$ cat src/rtl/credit_rr_if.sv
// credit_rr_if: credit/valid link bundle between NUM_REQ producers, the arbiter and downstream
`ifndef PATH_WIDTH
`define PATH_WIDTH 8
`endif
interface credit_rr_if #(
    parameter int NUM_REQ = 4,
    parameter int GW      = $clog2(NUM_REQ)
);
    logic                          en;
    logic [NUM_REQ-1:0]            valid_in;
    logic [NUM_REQ*`PATH_WIDTH-1:0] data_in;
    logic [NUM_REQ-1:0]            credit_out;
    logic                          credit_in;
    logic                          valid_out;
    logic [`PATH_WIDTH-1:0]        data_out;
    logic [GW-1:0]                 grant_id;
    logic [1:0]                    err;
    modport master (
        output en, valid_in, data_in, credit_in,
        input  credit_out, valid_out, data_out, grant_id, err
    );
    modport slave (
        input  en, valid_in, data_in, credit_in,
        output credit_out, valid_out, data_out, grant_id, err
    );
endinterface

$ cat src/rtl/credit_rr_arbiter.sv
// credit_rr_arbiter: round-robin arbiter forwarding one-slot producers onto a credit-gated link
module credit_rr_arbiter #(
    parameter int NUM_REQ = 4,
    parameter int CREDITS = 2,
    parameter int CNT_W   = 3
) (
    input logic        clk,
    input logic        rst,
    credit_rr_if.slave bus
);
    localparam int PW = `PATH_WIDTH;
    localparam int IW = $clog2(NUM_REQ);
    typedef enum logic [1:0] {INIT, RUN, HOLD} state_t;
    state_t             r_state;
    logic [NUM_REQ-1:0] r_full, r_credit_out, w_elig, w_take;
    logic [PW-1:0]      r_slot [NUM_REQ];
    logic [PW-1:0]      r_data_out;
    logic [IW-1:0]      r_rr, r_grant_id, w_gnt, w_idx;
    logic [CNT_W-1:0]   r_cnt;
    logic [1:0]         r_err;
    logic               r_valid_out, w_gnt_vld, w_cnt_sat;
    assign w_elig = (r_state != INIT && bus.en && r_cnt != '0) ? r_full : '0;
    // descending scan so the first eligible index at or after r_rr wins
    always_comb begin
        w_gnt_vld = 1'b0;
        w_gnt     = '0;
        w_idx     = '0;
        for (int k = NUM_REQ - 1; k >= 0; k--) begin
            w_idx = IW'((int'(r_rr) + k) % NUM_REQ);
            if (w_elig[w_idx]) begin
                w_gnt_vld = 1'b1;
                w_gnt     = w_idx;
            end
        end
    end
    assign w_take    = w_gnt_vld ? (NUM_REQ'(1) << w_gnt) : '0;
    assign w_cnt_sat = bus.credit_in && !w_gnt_vld && r_cnt == CNT_W'(CREDITS);
    always_ff @(posedge clk) begin
        if (rst) begin
            r_state      <= INIT;
            r_full       <= '0;
            r_credit_out <= '0;
            r_valid_out  <= 1'b0;
            r_data_out   <= '0;
            r_grant_id   <= '0;
            r_rr         <= '0;
            r_cnt        <= CNT_W'(CREDITS);
            r_err        <= '0;
        end else begin
            r_state      <= bus.en ? RUN : HOLD;
            r_valid_out  <= w_gnt_vld;
            r_credit_out <= (r_state == INIT) ? '1 : w_take;
            if (w_gnt_vld) begin
                r_data_out <= r_slot[w_gnt];
                r_grant_id <= w_gnt;
                r_rr       <= (w_gnt == IW'(NUM_REQ - 1)) ? '0 : w_gnt + 1'b1;
            end
            r_full <= (r_full & ~w_take) | bus.valid_in;
            for (int i = 0; i < NUM_REQ; i++)
                if (bus.valid_in[i] && (!r_full[i] || w_take[i]))
                    r_slot[i] <= bus.data_in[i*PW +: PW];
            r_err <= r_err | {w_cnt_sat, |(bus.valid_in & r_full & ~w_take)};
            // a credit and a grant in the same cycle cancel out
            if (bus.credit_in != w_gnt_vld && !w_cnt_sat)
                r_cnt <= bus.credit_in ? r_cnt + 1'b1 : r_cnt - 1'b1;
        end
    end
    assign bus.valid_out  = r_valid_out;
    assign bus.data_out   = r_data_out;
    assign bus.grant_id   = r_grant_id;
    assign bus.credit_out = r_credit_out;
    assign bus.err        = r_err;
endmodule
$ cat src/flat_wrapper.sv
// flat-port wrapper written by rule: the top's interface ports become plain ports
module credit_rr_arbiter_flat 
#(
    parameter int NUM_REQ = 4,
    parameter int CREDITS = 2,
    parameter int CNT_W   = 3
)
  (clk, rst, bus_en, bus_valid_in, bus_data_in, bus_credit_in, bus_credit_out, bus_valid_out, bus_data_out, bus_grant_id, bus_err);
  credit_rr_if #(.NUM_REQ(NUM_REQ)) bus_i ();
  input logic clk;
  input logic rst;
  input wire logic [$bits(bus_i.en)-1:0] bus_en;
  input wire logic [$bits(bus_i.valid_in)-1:0] bus_valid_in;
  input wire logic [$bits(bus_i.data_in)-1:0] bus_data_in;
  input wire logic [$bits(bus_i.credit_in)-1:0] bus_credit_in;
  output wire logic [$bits(bus_i.credit_out)-1:0] bus_credit_out;
  output wire logic [$bits(bus_i.valid_out)-1:0] bus_valid_out;
  output wire logic [$bits(bus_i.data_out)-1:0] bus_data_out;
  output wire logic [$bits(bus_i.grant_id)-1:0] bus_grant_id;
  output wire logic [$bits(bus_i.err)-1:0] bus_err;
  assign bus_i.en = bus_en;
  assign bus_i.valid_in = bus_valid_in;
  assign bus_i.data_in = bus_data_in;
  assign bus_i.credit_in = bus_credit_in;
  assign bus_credit_out = bus_i.credit_out;
  assign bus_valid_out = bus_i.valid_out;
  assign bus_data_out = bus_i.data_out;
  assign bus_grant_id = bus_i.grant_id;
  assign bus_err = bus_i.err;
  credit_rr_arbiter #(.NUM_REQ(NUM_REQ), .CREDITS(CREDITS), .CNT_W(CNT_W)) u_core (.clk(clk), .rst(rst), .bus(bus_i));
endmodule
$ cat config.mk
export PLATFORM = sky130hd
export DESIGN_NAME = credit_rr_arbiter_flat
export DESIGN_NICKNAME = d
export VERILOG_FILES = /design/src/rtl/credit_rr_if.sv /design/src/rtl/credit_rr_arbiter.sv /design/src/flat_wrapper.sv
export SDC_FILE = /design/constraint.sdc
export NUM_CORES = 1
export LEC_CHECK = 0
export ABC_AREA = 1
export CORE_MARGIN = 3
export CORE_UTILIZATION = 37
export CTS_BUF_LIST = sky130_fd_sc_hd__clkbuf_4 sky130_fd_sc_hd__clkbuf_8
export CTS_CLUSTER_DIAMETER = 80
export DETAILED_ROUTE_END_ITERATION = 6
export GPL_TIMING_DRIVEN = 0
export MAX_ROUTING_LAYER = met4
export PLACE_DENSITY = 0.68
export REMOVE_ABC_BUFFERS = 1
export SYNTH_ARGS = -nofsm -noshare
export SYNTH_HDL_FRONTEND = slang
export SYNTH_SLANG_ARGS = --single-unit
$ cat constraint.sdc
create_clock -name clk -period 5.2 [get_ports clk]
set_input_delay 0.52 -clock clk [delete_from_list [all_inputs] [get_ports clk]]
set_output_delay 0.52 -clock clk [all_outputs]
set_load 0.01 [all_outputs]
==> results of run 1 <==
worst min-delay path, delay by kind of cell (launching register included):
kind	cells	cell delay (ns)
flops	1	0.33
simple gates	2	0.12
through the flow:
stage	worst slack (ns)	power [uW]	area (um^2)	hold WS (ns)
floorplan	2.427	1348	2621	0.4466
global placement	1.277	1640	3302	0.4500
detailed placement	1.199	1665	3302	0.4606
CTS	1.564	2105	3510	0.4780
global route	1.313	2277	3510	0.5001
finish	1.638	2084	3510	0.4695
state kept, by name, indices dropped and copies added (netlist names):
register,flops
u_core.bus.data_out,8
u_core.bus.grant_id,2
u_core.bus.valid_out,1
u_core.r_full,4
u_core.r_state,2
u_core.bus.credit_out,4
u_core.r_slot,32
u_core.r_rr,2
u_core.bus.err,2
u_core.r_cnt,3
layer usage:
layer | global-route usage, % | vias up
li1 | - | 1118
met5 | - | -
met4 | 6.407 | 0
met3 | 4.888 | 11
met1 | 17.46 | 971
met2 | 24.22 | 55
kinds of logic (layout without fill, tap and decap cells):
family	after synthesis	after routing	share of synthesized area (%)
AND/OR/NAND/NOR	162	162	26.24
buffers and inverters	68	130	10.61
flip-flops	60	60	56.58
AO/OA/AOI/OAI	25	25	5.026
adder cells (fa/ha/maj)	2	2	1.210
XOR/XNOR	1	1	0.3258
where the power goes:
group	internal, uW	switching (uW)	leakage (uW)	total, uW
combinational	362	627	0.000991	989
sequential	605	56.4	0.000531	661
clock	262	172	0.000109	434
cell usage in the layout, fill, tap and decap left out, drive strengths merged, types with 6 or more instances in the layout:
cell type	synthesis	routed
nand2	81	81
inv	58	58
clkdlybuf4s50	0	56
nand3	47	47
edfxtp	32	32
nor2	32	32
dfxtp	28	28
a21oi	17	17
clkbuf	3	14
o21ai	6	6
cell type report:
type,instances,area [um^2]
fillers,684,3397
inverters,58,217.7
well taps,96,120.1
clock buffers,14,173.9
clock inverters,2,33.78
multi-input cells,190,882.1
flip-flops and latches,60,1521
repair buffers,56,560.5
how the worst min path moves through the flow:
stage / to / slack (ns) / depth (start not counted)
3_3_place_gp: u_core.bus.err[1] / 0.45 / 2
3_5_place_dp: u_core.bus.err[1] / 0.46 / 2
6_report: u_core.bus.err[1] / 0.47 / 2
5_1_grt: u_core.bus.err[1] / 0.50 / 2
4_1_cts: u_core.bus.err[1] / 0.48 / 2
2_1_floorplan: u_core.bus.data_out[2] / 0.45 / 2
==> flow_summary.json, run 1 <==
{
  "ys_types": 24,
  "dr_total_vias": 2155,
  "critPathMaxFanout": 23,
  "cts_tree": "done",
  "dp_hpwl_um": 4059,
  "end_kind": "flop",
  "cp_slowest_stage_delay_ns": 0.61,
  "grt.overflow.total": 0,
  "grt_pass1_vias": 2068,
  "num_antenna_cells": 0,
  "nets": 417,
  "worst_ep_arrival_time_ns": 3.52,
  "drive_gt1_share_pct": 7.632,
  "floorplan.initialDensity_pct": 38.93,
  "die-area_mm2": 0.008326,
  "slew_violations": 0,
  "numCtsBuffers": 9,
  "top_layer": "met4",
  "p_per_area_mw_per_mm2": 593.9,
  "rsz0062_at_grt": "no",
  "crit_top_cell": "nand2_1",
  "drt_iter0_drc": 125,
  "dr_wl_met2_um": 2744,
  "grt_max_degree": 26,
  "drc": 0,
  "dp.cells": 460,
  "rr_worst_depth": 14,
  "io_pins": 57,
  "wirelength_um": 5563,
  "first_pass_iters": 4,
  "critical_path_cell_count": 18,
  "post_cts_buffers": 0,
  "skew_ns": 0.005724,
  "finalWeightedCongestion": 0.7539,
  "fp.coreArea_mm2": 0.006907,
  "slew_headroom_pct": 38.73,
  "clkTransAtPathRegs_ns": 0.06,
  "final_cells": 476,
  "synthTopCellsByArea": "edfxtp_1 36%, dfxtp_1 21%, nand2_1 10%",
  "postRouteAntennaNets": 0,
  "portBuffers": 56,
  "finalSetupViolCount": 0,
  "outcome": "completed",
  "met1_length_um": 2402,
  "cts_root_buf": "clkbuf_8",
  "antenna_found_initial": 0,
  "clkLatencyLatePin_ns": 0.34,
  "cp.required_ns": 5.16,
  "path_class": "in -> reg",
  "worstHoldPathType": "reg -> reg",
  "timing.critical_path.cells": "clkdlybuf4s50_1, inv_1, nor2_2, nand3_1, nand2_1, nand3_1, nand2_2, inv_1, nand2_1, nand2_1, nand2_2, nand2_4, inv_1, ha_1, nand2_1, nand2_1, nand2_1, nor2_1",
  "worstReg2RegEnd": "u_core.r_slot[2][5]",
  "grt_pass1_wl_um": 9425,
  "cp-endpoint": "u_core.r_slot[2][5]",
  "hold_start": "u_core.bus.err[1]",
  "tns_ns": 0,
  "met3_wirelength_um": 312,
  "synth-edff-count": 32,
  "async_flop_share_pct": 0,
  "syn_inst": 318,
  "holdBufCountCts": 0,
  "die-width_um": 91.25,
  "tightestPinTransition_ns": 0.9165,
  "synth_seq_area_share_pct": 56.58,
  "cp.buffers_inverters": 4,
  "vias_per_cell": 4.527,
  "yosysTopAreaCell": "edfxtp_1",
  "syn_avg_cell_area_um2": 8.455,
  "path_delay_family": "simple AND/OR/NAND/NOR gates",
  "clkSinkCount": 60,
  "grt_usage_pct": 15.12,
  "yosys_warnings": 0,
  "syn_area_mm2": 0.002689,
  "ys_ff_latch": 60,
  "start_kind": "primary input",
  "htreeDepth": 3,
  "r2r_slack_ns": 1.83,
  "cp_slowest_cell": "nor2_1",
  "period_minus_slack_ns": 3.562,
  "die_height_um": 91.25,
  "fin_util_pct": 50.82,
  "fin_crit_sh_pct": 68.50,
  "rows": 30,
  "max_cap_viol_count": 0,
  "vdd_ir_drop_max_mv": 0.2309,
  "synth_common_cells": "75 x nand2_1, 56 x inv_1, 46 x nand3_1, 32 x edfxtp_1",
  "crit_start": "bus_en",
  "r2r_start": "u_core.r_rr[0]",
  "synthFlopType": "edfxtp_1",
  "areaGrowthSynthToFinish_pct": 30.53,
  "power_leakage_uw": 0.001630,
  "synth.most_common_cell": "nand2_1",
  "wl_per_cell_um": 11.69,
  "cts_resized": 0,
  "yosysTopAreaCellShare_pct": 35.74,
  "clockBufferDepth": 2,
  "hold_viol": 0,
  "clock.fmax_mhz": 280.7
}
Power figures use the tool's default switching activity.
==> run 2, diff against run 1 <==
clock period = 3.7 ns   (was 5.2 ns; I/O delays follow)
==> flow_summary.json, run 2 (same netlist as run 1, synthesis figures left out) <==
{
  "outcome": "completed",
  "cts_tree": "done",
  "holdWs_ns": 0.4700,
  "cp_slowest_stage_delay_ns": 0.62,
  "drt_iter0_drc": 125,
  "grt_pass1_wl_um": 9425,
  "cp-endpoint": "u_core.r_slot[0][0]",
  "dp.cells": 460,
  "numCtsBuffers": 9,
  "fp.coreArea_mm2": 0.006907,
  "die_height_um": 91.25,
  "largest_reg_flops": 32,
  "wl_per_cell_um": 11.72,
  "fin_util_pct": 50.85,
  "fin_crit_sh_pct": 91.55,
  "timing.critical_path.cells": "clkdlybuf4s50_1, inv_1, nor2_2, nand3_1, nand2_1, nand3_1, nand2_2, nor2_2, nand3_1, nand2_1, nor2_2, inv_2, nand2_2, nand2_1, nor2_1",
  "period_minus_slack_ns": 3.387,
  "finalSetupViolCount": 0,
  "max_cap_viol_count": 0,
  "multiInputGateArea_um2": 884.6,
  "dp_hpwl_um": 4059,
  "fill_cells": 685,
  "nets": 417,
  "r2r_start": "u_core.r_rr[0]",
  "regMostFlops": "u_core.r_slot",
  "post-place-ws_ns": -0.1507,
  "clkSinkCount": 60,
  "floorplan.initialDensity_pct": 38.93,
  "seq_area_mm2": 0.001521,
  "final_common_cell": "nand2_1",
  "cts_root_buf": "clkbuf_8",
  "start_kind": "primary input",
  "drc": 0,
  "finalWeightedCongestion": 0.7539,
  "slew_headroom_pct": 38.78,
  "vias_per_cell": 4.538,
  "grt_max_degree": 26,
  "r2r_slack_ns": 0.41,
  "end_kind": "flop",
  "wirelength_um": 5577,
  "power_leakage_uw": 0.001630,
  "hold_viol": 0,
  "grt_pass1_vias": 2068,
  "htreeDepth": 3,
  "clkTransAtPathRegs_ns": 0.06,
  "crit_start": "bus_en",
  "layout_common_cells": "75 x nand2_1, 56 x inv_1, 56 x clkdlybuf4s50_1",
  "worstReg2RegEnd": "u_core.r_slot[0][0]",
  "areaGrowthSynthToFinish_pct": 30.62,
  "io_pins": 57,
  "rr_worst_depth": 11,
  "num_antenna_cells": 0,
  "place_area_mm2": 0.003302,
  "rsz0062_at_grt": "no",
  "worst_ep_arrival_time_ns": 3.35,
  "p_per_area_mw_per_mm2": 835.3,
  "drive_gt1_share_pct": 7.895,
  "skew_ns": 0.005739,
  "cp.required_ns": 3.67,
  "first_pass_iters": 4,
  "die-area_mm2": 0.008326,
  "grt_usage_pct": 15.12,
  "final_cells": 476,
  "post_cts_buffers": 0,
  "fin_area_mm2": 0.003512,
  "tightestPinTransition_ns": 0.9154,
  "setup_ws_ns": 0.3125,
  "rows": 30,
  "die-width_um": 91.25,
  "antenna_found_initial": 0,
  "clkLatencyLatePin_ns": 0.34,
  "grt.overflow.total": 0,
  "slew_violations": 0,
  "vdd_ir_drop_max_mv": 0.3218,
  "portBuffers": 56,
  "postRouteAntennaNets": 0,
  "path_class": "in -> reg",
  "dr_total_vias": 2160,
  "clock.fmax_mhz": 295.2,
  "worstHoldPathType": "reg -> reg",
  "clockBufferDepth": 2,
  "cp_slowest_cell": "nand3_1",
  "critPathMaxFanout": 23
}
-- run 2: cell counts in the layout (fill, tap and decap cells not counted) --
No cell type changed its count.
-- run 2: report_power, final --
part | leakage, uW | switching (uW) | internal (uW)
sequential | 0.000531 | 79.8 | 850
clock | 0.000109 | 243 | 369
combinational | 0.000991 | 883 | 509
total | 0.00163 | 1210 | 1730
-- run 2: worst min path at each step --
stage | start | endpoint | slack [ns] | cells after the start
finish | u_core.bus.err[1] | u_core.bus.err[1] | 0.47 | 2
floorplan | bus_en | u_core.r_state[1] | 0.44 | 1
detailed placement | u_core.bus.err[1] | u_core.bus.err[1] | 0.46 | 2
CTS | u_core.bus.err[1] | u_core.bus.err[1] | 0.48 | 2
global route | u_core.bus.err[1] | u_core.bus.err[1] | 0.50 | 2
global placement | u_core.bus.err[1] | u_core.bus.err[1] | 0.45 | 2
-- run 2: area by class of cell --
cell class | count | share of cell area (%)
Clock inverter | 2 | 0.9619
Clock buffer | 14 | 4.952
Tap cell | 96 | 3.420
Timing Repair Buffer | 56 | 15.96
Multi-Input combinational cell | 190 | 25.19
Inverter | 58 | 6.199
Sequential cell | 60 | 43.32
-- run 2: routing by layer --
layer | GRT usage [%] | vias up | share of wire (%)
li1 | - | 1117 | -
met1 | 17.46 | 976 | 43
met2 | 24.22 | 56 | 50
met3 | 4.888 | 11 | 5.5
met4 | 6.407 | 0 | 1.9
met5 | - | - | 0
-- run 2: what timing repair did --
action,4_1_cts,5_1_grt
hold buffers,0,0
setup endpoints to repair,0,8
gates resized for setup,0,1
-- run 2: critical path, delay by kind of cell --
| family | cells | cell delay [ns] |
|---|---|---|
| and+or+nand+nor | 12 | 2.40 |
| buffers and inverters | 3 | 0.58 |
-- run 2: per-stage QoR --
step	power [uW]	TNS [ns]
after floorplan	1895	0
after global placement	2305	-0.5850
after detailed placement	2340	-1.662
after CTS	2959	0
after global routing	3201	0
final	2934	0
